## config.mk

```make
export PLATFORM = sky130hd
export DESIGN_NAME = sit_stream_ctrl
export DESIGN_NICKNAME = d
export VERILOG_FILES = /design/src/rtl/sit_pkg.sv /design/src/rtl/sit_shift8.sv /design/src/rtl/sit_stream_ctrl.sv
export SDC_FILE = /design/constraint.sdc
export NUM_CORES = 1
export LEC_CHECK = 0
export CAP_MARGIN = 30
export CELL_PAD_IN_SITES_DETAIL_PLACEMENT = 1
export CELL_PAD_IN_SITES_GLOBAL_PLACEMENT = 1
export CORE_MARGIN = 1.5
export CORE_UTILIZATION = 30
export CTS_CLUSTER_DIAMETER = 30
export CTS_CLUSTER_SIZE = 25
export DETAILED_ROUTE_END_ITERATION = 10
export GPL_TIMING_DRIVEN = 0
export PLACE_DENSITY_LB_ADDON = 0.1
export SYNTH_ARGS = -nofsm -noshare
export SYNTH_HDL_FRONTEND = slang
export SYNTH_SLANG_ARGS = --single-unit
export TNS_END_PERCENT = 100
```

## constraint.sdc

```tcl
create_clock -name clk -period 1.9 [get_ports clk]
set_input_delay 0.38 -clock clk [delete_from_list [all_inputs] [get_ports clk]]
set_output_delay 0.38 -clock clk [all_outputs]
set_load 0.03 [all_outputs]
```

## src/rtl/sit_pkg.sv

```systemverilog
// rtl/sit_pkg.sv - shared types and sizes for the SiT cipher stream blocks
package sit_pkg;

  localparam int BLOCK_W       = 64;
  localparam int KEY_W         = 64;
  localparam int BYTES_PER_BLK = 8;

  typedef enum logic [1:0] {
    COLLECT = 2'd0,
    WAIT    = 2'd1,
    EMIT    = 2'd2
  } sit_state_t;

endpackage

```

## src/rtl/sit_shift8.sv

```systemverilog
// rtl/sit_shift8.sv - parallel-load register that shifts left by one byte
module sit_shift8
  import sit_pkg::*;
#(
  parameter int W = BLOCK_W
) (
  input  logic         clk,
  input  logic         rst_n,
  input  logic         i_load,
  input  logic [W-1:0] i_load_data,
  input  logic         i_shift,
  input  logic [7:0]   i_byte,
  output logic [W-1:0] o_q
);

  logic [W-1:0] r_q;

  // Load wins over shift so a capture is never corrupted by a stray shift.
  always_ff @(posedge clk or negedge rst_n) begin
    if (!rst_n) begin
      r_q <= '0;
    end else if (i_load) begin
      r_q <= i_load_data;
    end else if (i_shift) begin
      r_q <= {r_q[W-9:0], i_byte};
    end
  end

  assign o_q = r_q;

endmodule

```

## src/rtl/sit_stream_ctrl.sv

```systemverilog
// rtl/sit_stream_ctrl.sv - byte-serial key/data assembly and result serializer for the SiT core
module sit_stream_ctrl
  import sit_pkg::*;
#(
  parameter int CORE_LAT = 1
) (
  input  logic               clk,
  input  logic               rst_n,
  input  logic               s_valid,
  output logic               s_ready,
  input  logic [7:0]         s_data,
  input  logic               s_is_key,
  output logic               m_valid,
  input  logic               m_ready,
  output logic [7:0]         m_data,
  output logic [KEY_W-1:0]   core_key,
  output logic [BLOCK_W-1:0] core_in,
  input  logic [BLOCK_W-1:0] core_out,
  output logic               key_loaded,
  output logic               err,
  output logic               busy
);

  localparam logic [3:0] LAT     = 4'(CORE_LAT);
  localparam logic [2:0] LAST_BY = 3'(BYTES_PER_BLK - 1);
  // The 8th byte comes straight from s_data, so only 7 bytes need holding.
  localparam int         IN_W    = BLOCK_W - 8;

  sit_state_t         r_state;
  logic [2:0]         r_byte_cnt;
  logic               r_grp_key;
  logic [3:0]         r_wait_cnt;
  logic [KEY_W-1:0]   r_core_key;
  logic [BLOCK_W-1:0] r_core_in;
  logic               r_key_loaded;
  logic               r_err;

  logic               w_in_acc;
  logic               w_out_acc;
  logic               w_capture;
  logic [IN_W-1:0]    w_in_sr;
  logic [BLOCK_W-1:0] w_in_word;
  logic [BLOCK_W-1:0] w_out_sr;
  logic               w_unused_out;

  assign w_in_acc     = s_valid && (r_state == COLLECT);
  assign w_out_acc    = m_ready && (r_state == EMIT);
  assign w_capture    = (r_state == WAIT) && (r_wait_cnt == 4'd1);
  assign w_in_word    = {w_in_sr, s_data};
  assign w_unused_out = ^w_out_sr[BLOCK_W-9:0];

  sit_shift8 #(.W(IN_W)) u_in_sr (
    .clk         (clk),
    .rst_n       (rst_n),
    .i_load      (1'b0),
    .i_load_data ('0),
    .i_shift     (w_in_acc),
    .i_byte      (s_data),
    .o_q         (w_in_sr)
  );

  sit_shift8 #(.W(BLOCK_W)) u_out_sr (
    .clk         (clk),
    .rst_n       (rst_n),
    .i_load      (w_capture),
    .i_load_data (core_out),
    .i_shift     (w_out_acc),
    .i_byte      (8'h00),
    .o_q         (w_out_sr)
  );

  always_ff @(posedge clk or negedge rst_n) begin
    if (!rst_n) begin
      r_state      <= COLLECT;
      r_byte_cnt   <= 3'd0;
      r_grp_key    <= 1'b0;
      r_wait_cnt   <= 4'd0;
      r_core_key   <= '0;
      r_core_in    <= '0;
      r_key_loaded <= 1'b0;
      r_err        <= 1'b0;
    end else begin
      r_err <= 1'b0;
      case (r_state)
        COLLECT: begin
          if (w_in_acc) begin
            r_byte_cnt <= r_byte_cnt + 3'd1;
            if (r_byte_cnt == 3'd0) r_grp_key <= s_is_key;
            if (r_byte_cnt == LAST_BY) begin
              if (r_grp_key) begin
                r_core_key   <= w_in_word;
                r_key_loaded <= 1'b1;
              end else if (!r_key_loaded) begin
                r_err <= 1'b1;
              end else begin
                r_core_in  <= w_in_word;
                r_wait_cnt <= LAT;
                r_state    <= WAIT;
              end
            end
          end
        end
        WAIT: begin
          r_wait_cnt <= r_wait_cnt - 4'd1;
          if (r_wait_cnt == 4'd1) r_state <= EMIT;
        end
        EMIT: begin
          if (w_out_acc) begin
            r_byte_cnt <= r_byte_cnt + 3'd1;
            if (r_byte_cnt == LAST_BY) r_state <= COLLECT;
          end
        end
        default: r_state <= COLLECT;
      endcase
    end
  end

  assign s_ready    = (r_state == COLLECT);
  assign m_valid    = (r_state == EMIT);
  assign busy       = (r_state != COLLECT);
  assign m_data     = w_out_sr[BLOCK_W-1 -: 8];
  assign core_key   = r_core_key;
  assign core_in    = r_core_in;
  assign key_loaded = r_key_loaded;
  assign err        = r_err;

endmodule

```

---- Word-level counts from Yosys, hierarchy flattened ----
Index checks and enable logic that the tools add are counted.
operators by class
  add/sub/neg operators ................... 2
  $mul .................................... 0
  div/mod/pow operators ................... 0
  order comparisons ....................... 0
  equality and inequality tests ........... 11
  shift-type cells ........................ 0
  multiplexer cells ....................... 23
  bitwise gates (word level) .............. 1
  reductions and logical operators ........ 15
operators by type and width
  cell                   count
  $mux W64               2
  $mux W4                4
  $mux W2                7
  $ne A2 B1 Y1 const B   6
  $reduce_and A5 Y1      2
  $pmux W4 S2            1
  $reduce_bool A2 Y1     4
  $reduce_and A7 Y1      1
  $mux W3                2
  $pmux W2 S3            1
  $pmux W3 S2            1
  $reduce_and A3 Y1      2
  $mux W1                5
  $eq A4 B1 Y1 const B   1
  $reduce_and A4 Y1      1
  $sub A4 B1 Y4 const B  1
  $add A3 B1 Y3 const B  1
  $eq A3 B3 Y1 const B   1
  $logic_and A1 B1 Y1    3
  $logic_not A3 Y1       1
  $eq A2 B1 Y1 const B   1
  $eq A2 B2 Y1 const B   1
  $logic_not A2 Y1       1
  $ne A2 B2 Y1 const B   1
  $not A1 Y1             1
storage, ports and cells
  bits in registers ....................... 260
  latch bits .............................. 0
  bits in writable memories ............... 0
  bits in read-only memories .............. 0
  memories ................................ 0

---- Longest topological paths before layout ----
  depth after elaboration ................. 5
  mapped depth ............................ 7
  mapped depth without buffers ............ 5

---- By module ----
Synthesis repeated with hierarchy kept, for this count alone.
unflattened totals
  cell total of the unflattened synthesis .. 850
  area, all modules ....................... 11204.5 sq um
by module, submodules not included
  module                  instances  cells an instance  area each (sq um)  seq. area each (sq um)
  sit_stream_ctrl         1          331                5627.9             3503.4
  sit_shift8 at u_out_sr  1          277                2969.1             1601.5
  sit_shift8 at u_in_sr   1          242                2607.5             1401.3

---- Worst setup path after synthesis ----
OpenSTA, ideal clock, no wires.
  kind .................................... reg-to-reg
  start point ............................. reg r_state[1]
  end point ............................... reg r_core_key[27], in the netlist core_key[27]
  setup time .............................. 125 ps
  arrival ................................. 1641 ps
  data required time ...................... 1775 ps
  setup slack ............................. 134 ps
  cell stages (with the launch flop) ...... 7
  buffers on the path ..................... 3
  cells stage by stage .................... dfrtp_1 buf_2 nor3b_4 and3_1 buf_2 buf_4 mux2_2
on the way
  cells in the longest elaborated chain, start to end .. 3
RTL lines
  element                        line                                          text
  from (decl)                    sit_stream_ctrl.sv:29                         sit_state_t r_state;
  from (signal assigned)         sit_stream_ctrl.sv:74                         r_state <= COLLECT;
  from (signal assigned)         sit_stream_ctrl.sv:98                         r_state <= WAIT;
  from (signal assigned)         sit_stream_ctrl.sv:105                        if (r_wait_cnt == 4'd1) r_state <= EMIT;
  $logic_not A2 Y1 *             sit_stream_ctrl.sv:46, sit_stream_ctrl.sv:84
  $logic_and A1 B1 Y1            sit_stream_ctrl.sv:46                         assign w_in_acc = s_valid && (r_state == COLLECT);
  $reduce_and A4 Y1 (no line) *  --
  to (signal assigned)           sit_stream_ctrl.sv:91                         r_core_key <= w_in_word;
  to (decl)                      sit_stream_ctrl.sv:33                         logic [KEY_W-1:0] r_core_key;
Mark *: on every way between the ends. The rest lies on a longest branch, timed or not.
A chain may end at the register's enable or synchronous reset.

---- Final worst setup path ----
  start point ............................. reg r_state[1]
  end point ............................... reg r_core_in[39], in the netlist core_in[39]
on the way
  cells in the longest elaborated chain, start to end .. 3
RTL lines
  element                        line                                          text
  $logic_not A2 Y1 *             sit_stream_ctrl.sv:46, sit_stream_ctrl.sv:84
  $logic_and A1 B1 Y1            sit_stream_ctrl.sv:46
  $reduce_and A5 Y1 (no line) *  --
  to (signal assigned)           sit_stream_ctrl.sv:96                         r_core_in <= w_in_word;
  to (decl)                      sit_stream_ctrl.sv:34                         logic [BLOCK_W-1:0] r_core_in;
Marked as above.

==> summary.md <==
| Metric | Value |
|---|---|
| Crit share post-route | 102% |
| FFs w/ async S/R, synth | 100% |
| GR Overflow Total | 0 |
| Clk root buf | clkbuf_16 |
| # diodes | 0 |
| CTS tree | built |
| Slew HR | 41.6% |
| Core footprint | 33,600 um^2 |
| Kind of critical path | flip-flop to flip-flop |
| Gr usage total | 16.9% |
| Top_reg_cell synth | dfrtp_1 |
| Drc violations | 0 |
| I/O Buffers | 217 |
| Arrival time at the worst endpoint | 2.35 ns |
| Die area | 35,400 um^2 |
| Yosys Warn Count | 0 |
| Clk_lat worst skew | 0.54 ns |
| First-pass detailed-route iteration total | 4 |
| Vias in the first global route | 7,895 |
| Final core occ | 48.4% |
| Final Hold Viols | 0 |
| Ranking of synthesized cells by area | dfrtp_1 (63%), mux2_2 (15%), mux2_1 (6.2%) |
| Syn_area_per_cell | 15.1 um^2 |
| Wirelength per Cell | 19.9 um |
| Hold WC Path Type | input pin to flip-flop |
| Number of flops mapped to enable cells by yosys | 0 |
| Nets@finish | 1,077 |
| Status | finished with violations |
| Final ANT Viol Nets | 0 |
| Final setup margin | -0.0377 ns |
| Count leader, synth | dfrtp_1 |
| Pwr Density | 1790 nW/um^2 |
| Max H-tree Level | 3 |
| Synth area leader | dfrtp_1 |
| First-pass GRT wire length | 46,800 um |
| Area share of the largest cell type after synthesis | 63.2% |
| Leakage | 8.28 nW |
| Post-detail-place hpwl | 19,200 um |
| Design Power | 29.0 mW |
| Row Count | 67 |
| Post-synth top cells | dfrtp_1 (260), mux2_2 (133), mux2_1 (57) |
| Max Slew Vio Count | 0 |
| RSZ-0062 raised after global routing | yes |
| Cells after Synth | 682 |
| Area delta synth->final | 58.0% |
| Starting density of the core | 30.6% |
| Max Fanout on Critical Path | 8 |
| Fraction of layout cells with a size suffix above 1 | 37.0% |
| Distinct cells, synth | 32 |
| Initial antenna violation count | 0 |
| CTS Buffer Depth | 3 |
| Tmin final | 1.94 ns |
| Worst vdd ir | 0.782 mV |
| Sink Count | 260 |
| Largest net degree at the start of global routing | 105 |
| Routed WL | 29,800 um |
| Final Wtd Congestion | 0.732 |
| Failing checks | setup timing |
| Number of max-cap violations | 0 |
| Syn nets | 764 |
| Die width | 188 um |
| Setup crit end kind | flip-flop |
| Slew @ Worst Pin | 0.876 ns |
| TritonCTS Buffers | 73 |
| DR iter-0 viols | 237 |
| Synth Register Bits | 260 |
| Via Count | 7,033 |
| I/O Pins | 218 |
| Die H | 188 um |
| Worst Path Required | 2.31 ns |
| Startpoint types | flip-flop |
| # setup viols final | 25 |
| Via density | 4.69 |
| Max Freq | 516 MHz |
| Sequential share of the synthesized area | 63.2% |
| Final Skew | 0.0110 ns |
| Clock transition at the registers of the reported paths | 0.04 ns |
| Synth Cell Area | 10,300 um^2 |
## cell type report
| class | count | area (um^2) |
|---|---|---|
| Buffer | 52 | 453 |
| Timing Repair Buffer | 244 | 2390 |
| Fill cell | 3343 | 17400 |
| Clock buffer | 109 | 2260 |
| Tap cell | 448 | 561 |
| Sequential cell | 260 | 6510 |
| Multi-Input combinational cell | 359 | 3720 |
| Inverter | 5 | 18.8 |
| Clock inverter | 21 | 347 |
## cells by family after synthesis
| family | share of synthesized area, % |
|---|---|
| buffers and inverters | 3.22 |
| muxes | 20.9 |
| adders and majority gates | 0.608 |
| xor gates and xnor gates | 0.0852 |
| AOI/OAI and AO/OA | 6.40 |
| DFF | 63.2 |
| and+or+nand+nor | 5.55 |
## power breakdown
| part | leakage [nW] | switching (mW) | internal, mW | total (mW) |
|---|---|---|---|---|
| Clock | 1.28 | 3.42 | 9.30 | 12.7 |
| Combinational | 3.54 | 3.95 | 3.48 | 7.43 |
| Sequential | 3.46 | 1.51 | 7.38 | 8.89 |
| Total | 8.28 | 8.88 | 20.2 | 29.0 |
## through the flow
stage	cell area [um^2]	setup WS [ns]	cells	hold WS (ns)	setup TNS, ns
after floorplan	10300	0.134	682	0.0844	0
after global placement	13000	-11.50	1347	0.468	-3093.10
after detailed placement	13100	-0.698	1349	0.474	-114.13
after CTS	16100	-0.0637	1497	0.416	-0.664
after global routing	16300	-0.0841	1498	0.448	-3.12
final	16300	-0.0377	1498	0.438	-0.344
## cell usage in the layout (no fill, tap or decap), types with 4 or more instances in the layout
master | netlist | final
ha_1 | 5 | 4
dlygate4sd2_1 | 0 | 138
inv_1 | 5 | 5
clkdlybuf4s50_1 | 0 | 75
buf_4 | 19 | 24
clkbuf_8 | 0 | 20
clkinv_2 | 0 | 9
buf_2 | 19 | 11
nand3_1 | 8 | 8
and3_1 | 56 | 55
clkbuf_16 | 0 | 81
mux2_4 | 0 | 64
nand2b_1 | 9 | 9
buf_6 | 0 | 4
clkbuf_1 | 20 | 16
buf_8 | 0 | 8
buf_16 | 0 | 4
dfrtp_1 | 260 | 259
mux2_1 | 57 | 8
bufinv_16 | 0 | 9
o21ai_0 | 10 | 10
buf_12 | 0 | 9
mux2_2 | 133 | 118
a221o_1 | 55 | 55
clkbuf_2 | 0 | 11
## per-layer routing
metal / vias to the layer above / wire length, um / GRT usage, %
met5: - / 0 / 0
met4: 0 / 476 / 5.38
met3: 47 / 1630 / 4.58
met2: 209 / 13800 / 26.1
met1: 3601 / 13900 / 23.0
li1: 3176 / - / -
## state kept, by name (all words and copies together) (netlist names)
register / cells
r_wait_cnt: 4
u_out_sr.o_q: 64
r_byte_cnt: 3
key_loaded: 1
r_grp_key: 1
core_in: 64
u_in_sr.o_q: 56
err: 1
r_state: 2
core_key: 64
## path summary, 6_finish.rpt
kind | from | to | slack, ns | depth (start not counted)
min in group asynchronous | rst_n | core_key[36] | 0.48 | 2
max in group asynchronous | rst_n | u_out_sr.o_q[62] | 0.49 | 3
worst max register to register | r_state[1] | core_in[39] | -0.04 | 6
worst max-delay path | r_state[1] | core_in[39] | -0.04 | 6
worst min-delay path | core_out[4] | u_out_sr.o_q[4] | 0.44 | 3
worst min register to register | core_key[36] | core_key[36] | 0.48 | 1
## worst max-delay path: stages (launching register included)
cell and delay (ns):
dfrtp_2 0.46, nor3b_4 0.25, buf_4 0.15, and4b_2 0.30, buf_12 0.17, clkbuf_16 0.17, mux2_4 0.30
## repair_timing
item,CTS,global route
hold endpoints to repair,102,0
pin swaps,2,1
cloned,4,3
buffers inserted,15,5
hold buffers,1,0
resized for setup,248,61
endpoints found under the setup margin,346,220
Power figures use the tool's default switching activity.
